`config.mk`:
```
export PLATFORM = sky130hd
export DESIGN_NAME = iomem_cmd_master
export DESIGN_NICKNAME = d
export VERILOG_FILES = /design/src/rtl/iomem_cmd_master.sv
export SDC_FILE = /design/constraint.sdc
export NUM_CORES = 1
export LEC_CHECK = 0
export CAP_MARGIN = 5
export CORE_MARGIN = 2
export CORE_UTILIZATION = 25
export DETAILED_ROUTE_END_ITERATION = 12
export DONT_BUFFER_PORTS = 1
export GPL_ROUTABILITY_DRIVEN = 0
export GPL_TIMING_DRIVEN = 0
export PLACE_DENSITY_LB_ADDON = 0.2
export SLEW_MARGIN = 25
export SYNTH_ARGS = -nofsm -noshare
export SYNTH_HDL_FRONTEND = slang
export SYNTH_SLANG_ARGS = --single-unit
```
`constraint.sdc`:
```
create_clock -name clk -period 4.44 [get_ports clk]
set_input_delay 0.888 -clock clk [delete_from_list [all_inputs] [get_ports clk]]
set_output_delay 0.888 -clock clk [all_outputs]
set_load 0.005 [all_outputs]
```
`src/rtl/iomem_cmd_master.sv`:
```
// iomem_cmd_master: byte-framed host command bridge issuing single PicoSoC iomem transactions
module iomem_cmd_master #(
  parameter int TIMEOUT_CYCLES = 255
) (
  input  logic        clk,
  input  logic        resetn,
  input  logic        rx_valid,
  input  logic [7:0]  rx_data,
  output logic        rx_ready,
  output logic        tx_valid,
  output logic [7:0]  tx_data,
  input  logic        tx_ready,
  output logic        iomem_valid,
  input  logic        iomem_ready,
  output logic [3:0]  iomem_wstrb,
  output logic [31:0] iomem_addr,
  output logic [31:0] iomem_wdata,
  input  logic [31:0] iomem_rdata,
  output logic        busy
);
  typedef enum logic [2:0] {IDLE, ADDR, STRB, DATA, BUS, RESP, RDAT} state_t;
  state_t state, state_nx;
  logic is_wr;
  logic [1:0] bcnt;
  logic [15:0] tcnt;
  logic [31:0] rsh;
  logic rx_fire, tx_fire, limit;
  assign rx_fire = rx_valid & rx_ready;
  assign tx_fire = tx_valid & tx_ready;
  assign limit = tcnt == 16'(TIMEOUT_CYCLES - 1);
  assign busy = state != IDLE;
  // state register
  always_ff @(posedge clk or negedge resetn)
    if (!resetn) state <= IDLE;
    else state <= state_nx;
  // next-state decode; a ready on the timeout cycle takes priority over the abort
  always_comb begin
    state_nx = state;
    case (state)
      IDLE: if (rx_fire) state_nx = (rx_data == 8'h57 || rx_data == 8'h52) ? ADDR : RESP;
      ADDR: if (rx_fire && bcnt == 2'd3) state_nx = is_wr ? STRB : BUS;
      STRB: if (rx_fire) state_nx = DATA;
      DATA: if (rx_fire && bcnt == 2'd3) state_nx = BUS;
      BUS:  if (iomem_ready || limit) state_nx = RESP;
      RESP: if (tx_fire) state_nx = (!is_wr && tx_data == 8'h00) ? RDAT : IDLE;
      RDAT: if (tx_fire && bcnt == 2'd3) state_nx = IDLE;
      default: state_nx = IDLE;
    endcase
  end
  // registered handshakes, frame field capture, bus timeout and response byte sequencing
  always_ff @(posedge clk or negedge resetn)
    if (!resetn) begin
      rx_ready <= 1'b0;
      tx_valid <= 1'b0;
      tx_data <= 8'h00;
      iomem_valid <= 1'b0;
      iomem_wstrb <= 4'h0;
      iomem_addr <= 32'h0;
      iomem_wdata <= 32'h0;
      is_wr <= 1'b0;
      bcnt <= 2'd0;
      tcnt <= 16'd0;
      rsh <= 32'h0;
    end else begin
      rx_ready <= state_nx inside {IDLE, ADDR, STRB, DATA};
      tx_valid <= state_nx inside {RESP, RDAT};
      iomem_valid <= state_nx == BUS;
      tcnt <= (state == BUS) ? tcnt + 16'd1 : 16'd0;
      if ((rx_fire && (state == ADDR || state == DATA)) || (tx_fire && state == RDAT)) bcnt <= bcnt + 2'd1;
      if (rx_fire && state == IDLE) begin
        is_wr <= rx_data == 8'h57;
        iomem_wstrb <= 4'h0;
      end
      if (rx_fire && state == ADDR) iomem_addr <= {iomem_addr[23:0], rx_data};
      if (rx_fire && state == STRB) iomem_wstrb <= rx_data[3:0];
      if (rx_fire && state == DATA) iomem_wdata <= {iomem_wdata[23:0], rx_data};
      if (state == BUS && iomem_ready) rsh <= iomem_rdata;
      if (state != RESP && state_nx == RESP)
        tx_data <= (state == IDLE) ? 8'h3F : iomem_ready ? 8'h00 : 8'hEE;
      else if (tx_fire && state_nx == RDAT) begin
        tx_data <= rsh[31:24];
        rsh <= {rsh[23:0], 8'h00};
      end
    end
endmodule

```
# Word-level counts from Yosys, hierarchy flattened
# Index checks and enable logic that the tools add are counted.
# Widths: inputs -> output; s select.
# classes
n_addsub,2
n_eq_ne,17
mux,21
bitwise,2
reduce_logical,25
# op_table
cell,n
$mux 32,3
$mux 8,4
$mux 3,10
$pmux 3 s7,1
$eq 3x3->1 const B,6
$add 16x1->16 const B,1
$eq 16x8->1 const B,1
$eq 8x7->1 const B,2
$mux 16,1
$eq 3x2->1 const B,4
$logic_and 1x1->1,12
$logic_not 8->1,1
$mux 4,2
$eq 3x1->1 const B,2
$logic_not 3->1,2
$reduce_bool 2->1,3
$logic_or 1x1->1,4
$reduce_bool 4->1,1
$ne 3x3->1 const B,1
$reduce_bool 3->1,1
$add 2x1->2 const B,1
$and 1x1->1,2
$eq 2x2->1 const B,1
$logic_not 1->1,1
# word_totals
ff_bits,133
input_bits,45
output_inout_bits,80
wordCells,79

# Longest topological paths before layout
# Gate-level depths: netlist (run 1).
# logic_depth
word_depth,9
depth_mapped,8
depth_no_buf,8

# Least setup slack after synthesis (run 1)
# No wires, ideal clock.
# synth_path
path_type,input to register
from,in rx_valid
to,reg tx_data[1]
setup_ps,126
arrival_time_ps,2239
t_required_ps,4314
slack_ps,2075
path_stages,6
n_path_buf,1
cell_sequence,and4_1 mux2_2 mux2_2 and3_1 buf_6 o311a_1
# synth_via
elab_chain_len,7
elab_cells_between_ends,13
classes_between,eq/ne: 2; mux: 6; bitwise: 1; reduce/logical: 4
# synth_rtl
element,line_no,rtl
start: declaration,7,"input logic rx_valid,"
$and 1x1->1 *,28,assign rx_fire = rx_valid & rx_ready;
$logic_and 1x1->1,"41, 43",
"$mux 3, on equally long branches","43, 41",
$pmux 3 s7 *,39,case (state)
"$eq 3x3->1, on equally long branches","78, 80",
"$logic_and 1x1->1, on equally long branches","78, 80",
$mux 8 or $reduce_bool 2->1 (tied branches),-,
end signal: assignment,79,tx_data <= (state == IDLE) ? 8'h3F : iomem_ready ? 8'h00 : 8'hEE;
end signal: assignment,81,tx_data <= rsh[31:24];
end: declaration,11,"output logic [7:0] tx_data,"
# Every way passes the cells marked *; elsewhere a longest branch is shown, timed or not.
# A chain may end at the register's enable or synchronous reset.

# Worst setup path in the final report (run 1)
# layout_path
from,reg state[0]
to,out busy
# layout_via
elab_chain_len,1
# layout_rtl
element,line_no,rtl
start: declaration,22,"state_t state, state_nx;"
start signal: assignment,35,else state <= state_nx;
$reduce_bool 3->1,31,assign busy = state != IDLE;
end: declaration,19,output logic busy
# Every way passes these cells.

==> results of run 1 <==
## per-layer routing
| layer | routed length, microns | GRT usage (%) |
|---|---|---|
| met1 | 6031 | 14.78 |
| met4 | 187 | 4.238 |
| met5 | 0 | 0 |
| met3 | 1490 | 5.543 |
| met2 | 6622 | 18.84 |
## cells by family after synthesis
group           count (synthesis)  synth area share [%]
compound gates                 61                 6.564
mux                            95                 18.03
fa+ha+maj                       3                0.6542
flops                         133                 58.00
xor+xnor                       14                 2.137
simple gates                  131                 11.27
buf+inv                        33                 3.336
## layout make-up
type,instances,area [sq um],share of cell area (%)
flip-flops and latches,133,3328,49.48
multi-input cells,304,2218,32.98
clock buffers,17,425.4,6.324
well taps,285,356.6,5.301
clock inverters,15,206.4,3.069
plain buffers,25,161.4,2.400
inverters,8,30.03,0.4464
## synth_stat cells (all sizes together) (3+ instances only)
cell / instances / area share [%]
nand2b: 5 / 0.59
inv: 8 / 0.52
xnor2: 5 / 0.76
mux2i: 28 / 4.9
o311a: 4 / 0.70
nor4: 3 / 0.44
nor2: 22 / 1.4
clkbuf: 6 / 0.57
a21oi: 13 / 1.1
nor3: 6 / 0.52
o31ai: 4 / 0.76
xor2: 9 / 1.4
nand3: 10 / 0.87
o21ai: 33 / 2.9
nand2: 58 / 3.8
mux2: 67 / 13
dfrtp: 133 / 58
or2b: 4 / 0.61
and3: 6 / 0.65
buf: 17 / 1.9
nand4: 5 / 0.55
ha: 3 / 0.65
## flip-flops by register name, indices dropped and copies added, names as in the netlist
register	count
iomem_wstrb	4
iomem_valid	1
tx_valid	1
bcnt	2
rx_ready	1
iomem_wdata	32
iomem_addr	32
state	3
is_wr	1
tcnt	16
tx_data	8
rsh	32
## worst paths after layout
check                               startpoint                          end  slack, ns  depth (start not counted)
min                                     resetn  iomem_wdata[29]$_DFFE_PN0P_       0.17                          0
max                         state[0]$_DFF_PN0_                         busy       2.21                          3
max in group asynchronous               resetn            rsh[26]$_DFF_PN0_       4.07                          0
max reg2reg                bcnt[0]$_DFFE_PN0P_       tx_data[3]$_DFFE_PN0P_       2.22                          7
min in group clk             tcnt[0]$_DFF_PN0_            tcnt[0]$_DFF_PN0_       0.48                          1
min reg2reg                  tcnt[0]$_DFF_PN0_            tcnt[0]$_DFF_PN0_       0.48                          1
## power by group through the flow
stage	combinational, uW	clock [uW]	sequential (uW)
global placement	792	0	1930
floorplan	675	0	1800
global route	911	1620	1970
detailed placement	819	0	1940
finish	805	1510	1900
CTS	821	1560	1920
## through the flow
stage	utilization [%]	std cells	hold slack, ns
5_1_grt	29.80	787	0.1423
2_1_floorplan	-	470	0.4462
3_5_place_dp	27.00	755	0.4659
4_1_cts	29.80	787	0.1389
6_report	29.80	787	0.1659
3_3_place_gp	27.00	755	0.4588
## cell usage in the layout, fill, tap and decap left out, drive strengths merged, types with 6 or more instances in the layout
cell    synthesis  routed
xor2            9       9
o21ai          33      33
and3            6       6
dfrtp         133     133
nand3          10      10
clkbuf          6      23
nand2          58      58
buf            17      17
mux2i          28      28
inv             8      18
a21oi          13      13
mux2           67      67
nor2           22      22
nor3            6       6
## worst register-to-register path, delay by kind of cell (launching register included)
family | cells | cell delay [ns]
multiplexers | 2 | 0.60
AND/OR/NAND/NOR | 2 | 0.45
flip-flops | 1 | 0.37
AO/OA/AOI/OAI | 1 | 0.29
adder cells (fa/ha/maj) | 1 | 0.27
buffers and inverters | 1 | 0.14
==> summary.md, run 1 <==
| Metric | Value |
|---|---|
| Status | `complete, no violations` |
| Top_reg_cell synth | `dfrtp_1` |
| Final setup margin | `between 2 and 2.5 ns` |
| Die Ht | `155.5 microns` |
| Sequential Power Share | `between 40% and 50%` |
| Post-route minimum period | `about 2.2 ns` |
| Synth async-reset ratio | `100.0%` |
| Crit path max-delay family | `flip-flops` |
| HPWL Detailed | `10250 microns` |
| First-pass GRT wire length | `approximately 23000 microns` |
| Yosys warnings | `0` |
| Crit path buffers/inverters | `1` |
| Post-synthesis cell type count | `just under 50` |
| DRC | `0` |
| Skew-Pair Late Insertion Delay | `0.42 ns` |
| Num CTS Buffers | `17` |
| Period utilization | `50.16%` |
| Max Clk Rate | `approximately 0.45 GHz` |
| Clock power share | `a little over a third` |
| Core Rows | `55` |
| CP max-delay cell | `dfrtp_1` |
| Static Leakage | `0.003047 uW` |
| H-Tree Depth | `4` |
| Crit Path Max Fanout | `10` |
| Switching Share | `between 30% and 40%` |
| Critical-path cell list | `buf_4 > nor2_1 > nand2_1` |
| IO Count | `~130` |
| Gate power share | `approximately a fifth` |
| Synth Cell Area | `approximately 5700 sq um` |
| Setup TNS | `0 ns` |
| CTS Buffer Depth | `2` |
| Total design power | `4220 uW` |
| Worst vdd ir | `about 230 uV` |
| Setup Fix Bufs, Post-CTS | `0` |
| CTS sink cnt | `133` |
| Post-synth EDFFs | `0` |
| CTS tree | `built` |
| DR iter-0 viols | `~170` |
| Share of layout cells above drive strength 1 | `roughly a quarter` |
| Max stage delay on crit path | `about 0.41 ns` |
| Pwr dens | `around 630 nW/um^2` |
| P&R area growth vs syn | `17.23%` |
| Fin area | `6726 sq um` |
| GRT Util Overall | `around an eighth` |
| Largest net degree at the start of global routing | `134` |
| Place WS | `1.881 ns` |
| # port buffers | `0` |
| Final-layout fill cell count | `2324` |
| Average wire per standard cell | `18.21 microns` |
| Yosys reg bits | `133` |
| Post-DRT Antenna Nets | `0` |
| Inserted Diodes | `0` |
| Max_slew headroom | `49.33%` |
| Crit end category | `primary output` |
| Crit start category | `flop` |
| Net count after synthesis | `518` |
| Syn_area_per_cell | `12.21 sq um` |
| Initial antenna violation count | `0` |
| Critical path class | `flop to primary output` |
| Vias in the first global route | `between 3000 and 4000` |
| WP data required | `3.55 ns` |
| Max-cap violations | `0` |
| First-pass DRT Iterations | `4` |
| CP arrival | `around 1.3 ns` |
| Post-DP Area | `just over 6000 sq um` |
| Die width | `about 160 microns` |
| P_int | `approximately 3000 uW` |
| GRT overflow | `0` |
| Starting density of the core | `about 25%` |
| Seq/Total Area, Yosys | `between 50% and 60%` |
| Vias/cell | `4.682` |
| Cts repair resizes | `0` |
| Final-report hold violation count | `0` |
| Cell at the root of the clock tree | `clkbuf_16` |
| Mapped Cells | `470` |
| Slew Viols, Final | `0` |
| Fin Clk Skew | `0.01153 ns` |
| Worst-Margin Slew | `between 0.7 and 0.8 ns` |
| DR vias | `around 3700` |
| Hold-fix buffers at CTS | `0` |
| Setup violations, final | `0` |
| Net Switching | `approximately 1300 uW` |
| Routed Wire Length | `14330 microns` |
| RSZ-0062 raised after global routing | `no` |
| Post-layout nets | `approximately 540` |
| Die area | `between 20000 and 25000 sq um` |
| Worst Hold Class | `input port to async pin` |
| Core Box Area | `22570 sq um` |
| CTS clk-pin slew, worst paths | `0.06 ns` |
Power figures use the tool's default switching activity.
==> run 2: changes to the inputs <==
==> constraint.sdc (replaced) <==
create_clock -name clk -period 2 [get_ports clk]
set_input_delay 0.4 -clock clk [delete_from_list [all_inputs] [get_ports clk]]
set_output_delay 0.4 -clock clk [all_outputs]
set_load 0.005 [all_outputs]
==> run 2 against run 1 <==
Against the previous run: wire length shrank 0.20%; cell count grew 1.0%; largest cell class unchanged; first-iteration DRC count decreased by 3.4%; clock skew shrank 0.00066 ns; total power rose by 120%; hold slack worse by 0.48 ns; the flow now finishes with violations (hold timing, setup timing); critical endpoint is now tx_data[3]$_DFFE_PN0P_; critical path depth rose by 3.
==> summary.md, run 2 (synthesis gave the netlist of run 1 again) <==
| Metric | Value |
|---|---|
| Max-cap violations | `0 (unchanged)` |
| Vias/cell | `4.657 (-0.55%)` |
| Final setup margin | `-0.004420 ns (-2.217 ns)` |
| Crit Path Max Fanout | `8 (-2)` |
| Largest net degree at the start of global routing | `134 (unchanged)` |
| Grt met2 use | `19.38% (+0.55 points)` |
| Core Rows | `55 (unchanged)` |
| H-Tree Depth | `4 (unchanged)` |
| Final hold slack | `-0.3188 ns (-0.4847 ns)` |
| Most frequent cells in the layout | `dfrtp_1, mux2_2, nand2_1` |
| Worst Hold Class | `input port to async pin` |
| Most common cell after layout, fill and taps aside | `dfrtp_1` |
| Worst R2R Setup Slack | `-0.004 ns (-2.22 ns)` |
| Die width | `155.5 microns (unchanged)` |
| CTS sink cnt | `133 (unchanged)` |
| Cell at the root of the clock tree | `clkbuf_16` |
| Critical path class | `flop to flop` |
| Initial antenna violation count | `0 (unchanged)` |
| Post-layout nets | `545 (+1.5%)` |
| RSZ-0062 raised after global routing | `yes` |
| First-pass GRT wire length | `22600 microns (unchanged)` |
| Setup violations, final | `1 (+1)` |
| Worst-Margin Slew | `0.7242 ns (-0.03584 ns)` |
| DRC | `0 (unchanged)` |
| Worst vdd ir | `486.2 uV (+110%)` |
| Vias in the first global route | `3968 (+2.1%)` |
| Period utilization | `100.2%` |
| CP arrival | `2.30 ns (+0.96 ns)` |
| Status | `finished with violations` |
| CTS clk-pin slew, worst paths | `0.06 ns (about the same)` |
| Reg-to-reg startpoint | `bcnt[1]$_DFFE_PN0P_` |
| Worst r2r dst | `tx_data[3]$_DFFE_PN0P_` |
| CP max-delay cell | `dfrtp_1` |
| Max_slew headroom | `51.72% (+2.4 points)` |
| Max stage delay on crit path | `0.39 ns (-0.02 ns)` |
| Most Used Layer, Global Route | `met2` |
| WP data required | `2.29 ns (-1.26 ns)` |
| Failing checks | `hold timing, setup timing` |
| HPWL Detailed | `10200 microns (-0.47%)` |
| Average wire per standard cell | `17.99 microns (-1.2%)` |
| Die area | `24180 sq um (unchanged)` |
| Crit path max-delay family | `multiplexers` |
| Pwr dens | `1354 nW/um^2 (+120%)` |
| Crit end category | `flop` |
| Final-report hold violation count | `133 (+133)` |
| Crit path buffers/inverters | `0 (-1)` |
| # port buffers | `0 (unchanged)` |
| Core Box Area | `22570 sq um (unchanged)` |
| Inserted Diodes | `0 (unchanged)` |
| Slew Viols, Final | `0 (unchanged)` |
| DR vias | `3702 (+0.46%)` |
| Met3 Usage GRT | `6.407% (+0.86 points)` |
| Reg2reg path depth | `6 (-1)` |
| CTS tree | `built` |
| Share of layout cells above drive strength 1 | `29.02% (+4.5 points)` |
| GRT overflow | `0 (unchanged)` |
| GRT Util Overall | `12.22% (+0.12 points)` |
| First-pass DRT Iterations | `4 (unchanged)` |
| CTS Buffer Depth | `2 (unchanged)` |
| DR iter-0 viols | `168 (-3.4%)` |
| Die Ht | `155.5 microns (unchanged)` |
| Static Leakage | `0.003076 uW (+0.95%)` |
| Skew-Pair Late Insertion Delay | `0.42 ns (about the same)` |
| Starting density of the core | `25.42% (unchanged)` |
| Routed Wire Length | `14300 microns (-0.20%)` |
| P&R area growth vs syn | `19.56%` |
| Critical-path cell list | `ha_4 > and4_4 > mux2_4 > mux2_2 > and3_4 > o311a_1` |
| IO Count | `125 (unchanged)` |
| Post-route minimum period | `between 2 and 2.5 ns` |
| GRT met1 Usage | `14.48% (-0.30 points)` |
| Max Clk Rate | `around 0.50 GHz` |
| Post-DRT Antenna Nets | `0 (unchanged)` |
| Biggest registers after layout | `iomem_addr x32, iomem_wdata x32, rsh x32` |
| Fin Clk Skew | `0.01087 ns (-0.0006645 ns)` |
| Crit start category | `flop` |
| Num CTS Buffers | `17 (unchanged)` |
| Total design power | `9291 uW (+120%)` |
run 2: changes by cell type in the layout (fill, tap and decap cells not counted), moves of 2 or more:
cell | before | now
buf_1 | 4 | 1
buf_2 | 8 | 5
buf_4 | 1 | 10
buf_6 | 3 | 7
clkbuf_2 | 0 | 3
clkinv_4 | 1 | 4
clkinvlp_4 | 1 | 3
dfrtp_1 | 133 | 129
dfrtp_2 | 0 | 4
inv_6 | 5 | 2
inv_8 | 5 | 1
nor4_1 | 2 | 0
nor4_4 | 0 | 3
run 2: through the flow:
stage          cell area, sq um  util, %  cells  setup WS [ns]    TNS, ns
3_3_place_gp               6106    27.05    755        -0.2570     -7.570
3_5_place_dp               6106    27.05    755        -0.2772     -8.295
4_1_cts                    6761    29.96    790       0.001166          0
2_1_floorplan              5749        -    470        0.02288          0
5_1_grt                    6860    30.39    795       -0.09887    -0.5406
6_report                   6860    30.39    795      -0.004420  -0.004420
run 2: worst max-delay path by stage:
stage	from	endpoint	slack, ns	cells after the start
6_report	bcnt[1]$_DFFE_PN0P_	tx_data[3]$_DFFE_PN0P_	-0.004	6
3_3_place_gp	tx_data[4]$_DFFE_PN0P_	rsh[30]$_DFF_PN0_	-0.26	7
4_1_cts	tcnt[0]$_DFF_PN0_	tx_data[6]$_DFFE_PN0P_	0.001	7
2_1_floorplan	bcnt[0]$_DFFE_PN0P_	tx_data[1]$_DFFE_PN0P_	0.02	7
3_5_place_dp	tx_data[4]$_DFFE_PN0P_	rsh[30]$_DFF_PN0_	-0.28	7
5_1_grt	bcnt[1]$_DFFE_PN0P_	tx_data[1]$_DFFE_PN0P_	-0.1	6
run 2: final cells by class:
cell class / instances / area [sq um]
buffer: 23 / 180.2
tap: 285 / 356.6
clock inverter: 13 / 151.4
fill: 2314 / 15710
timing repair buffer: 10 / 78.83
multi-input combinational: 304 / 2297
clock buffer: 19 / 432.9
inverter: 8 / 30.03
sequential: 133 / 3333
run 2: where the power goes:
| group | leakage, uW | internal [uW] | total, uW | switching (uW) |
|---|---|---|---|---|
| registers | 0.00170 | 3520 | 4260 | 743 |
| logic | 0.00110 | 1050 | 1930 | 883 |
| clock network | 0.000276 | 1860 | 3100 | 1240 |
| total | 0.00308 | 6420 | 9290 | 2870 |
run 2: worst register-to-register path, stage by stage (launching register included):
cell and delay [ns]:
dfrtp_1 0.39, ha_4 0.17, and4_4 0.24, mux2_4 0.30
mux2_2 0.26, and3_4 0.22, o311a_1 0.30
run 2: timing repair:
item / 4_1_cts / 5_1_grt
resized for setup: 14 / 17
setup endpoints to repair: 60 / 73
buffers inserted: 5 / 5
endpoints found under the hold margin: 133 / 133
pin swaps: 6 / 4
run 2: per-layer routing:
layer | share of wire, % | wire length, microns
met4 | 1.4 | 197
met1 | 42 | 5987
met2 | 47 | 6653
met5 | 0 | 0
met3 | 10 | 1464
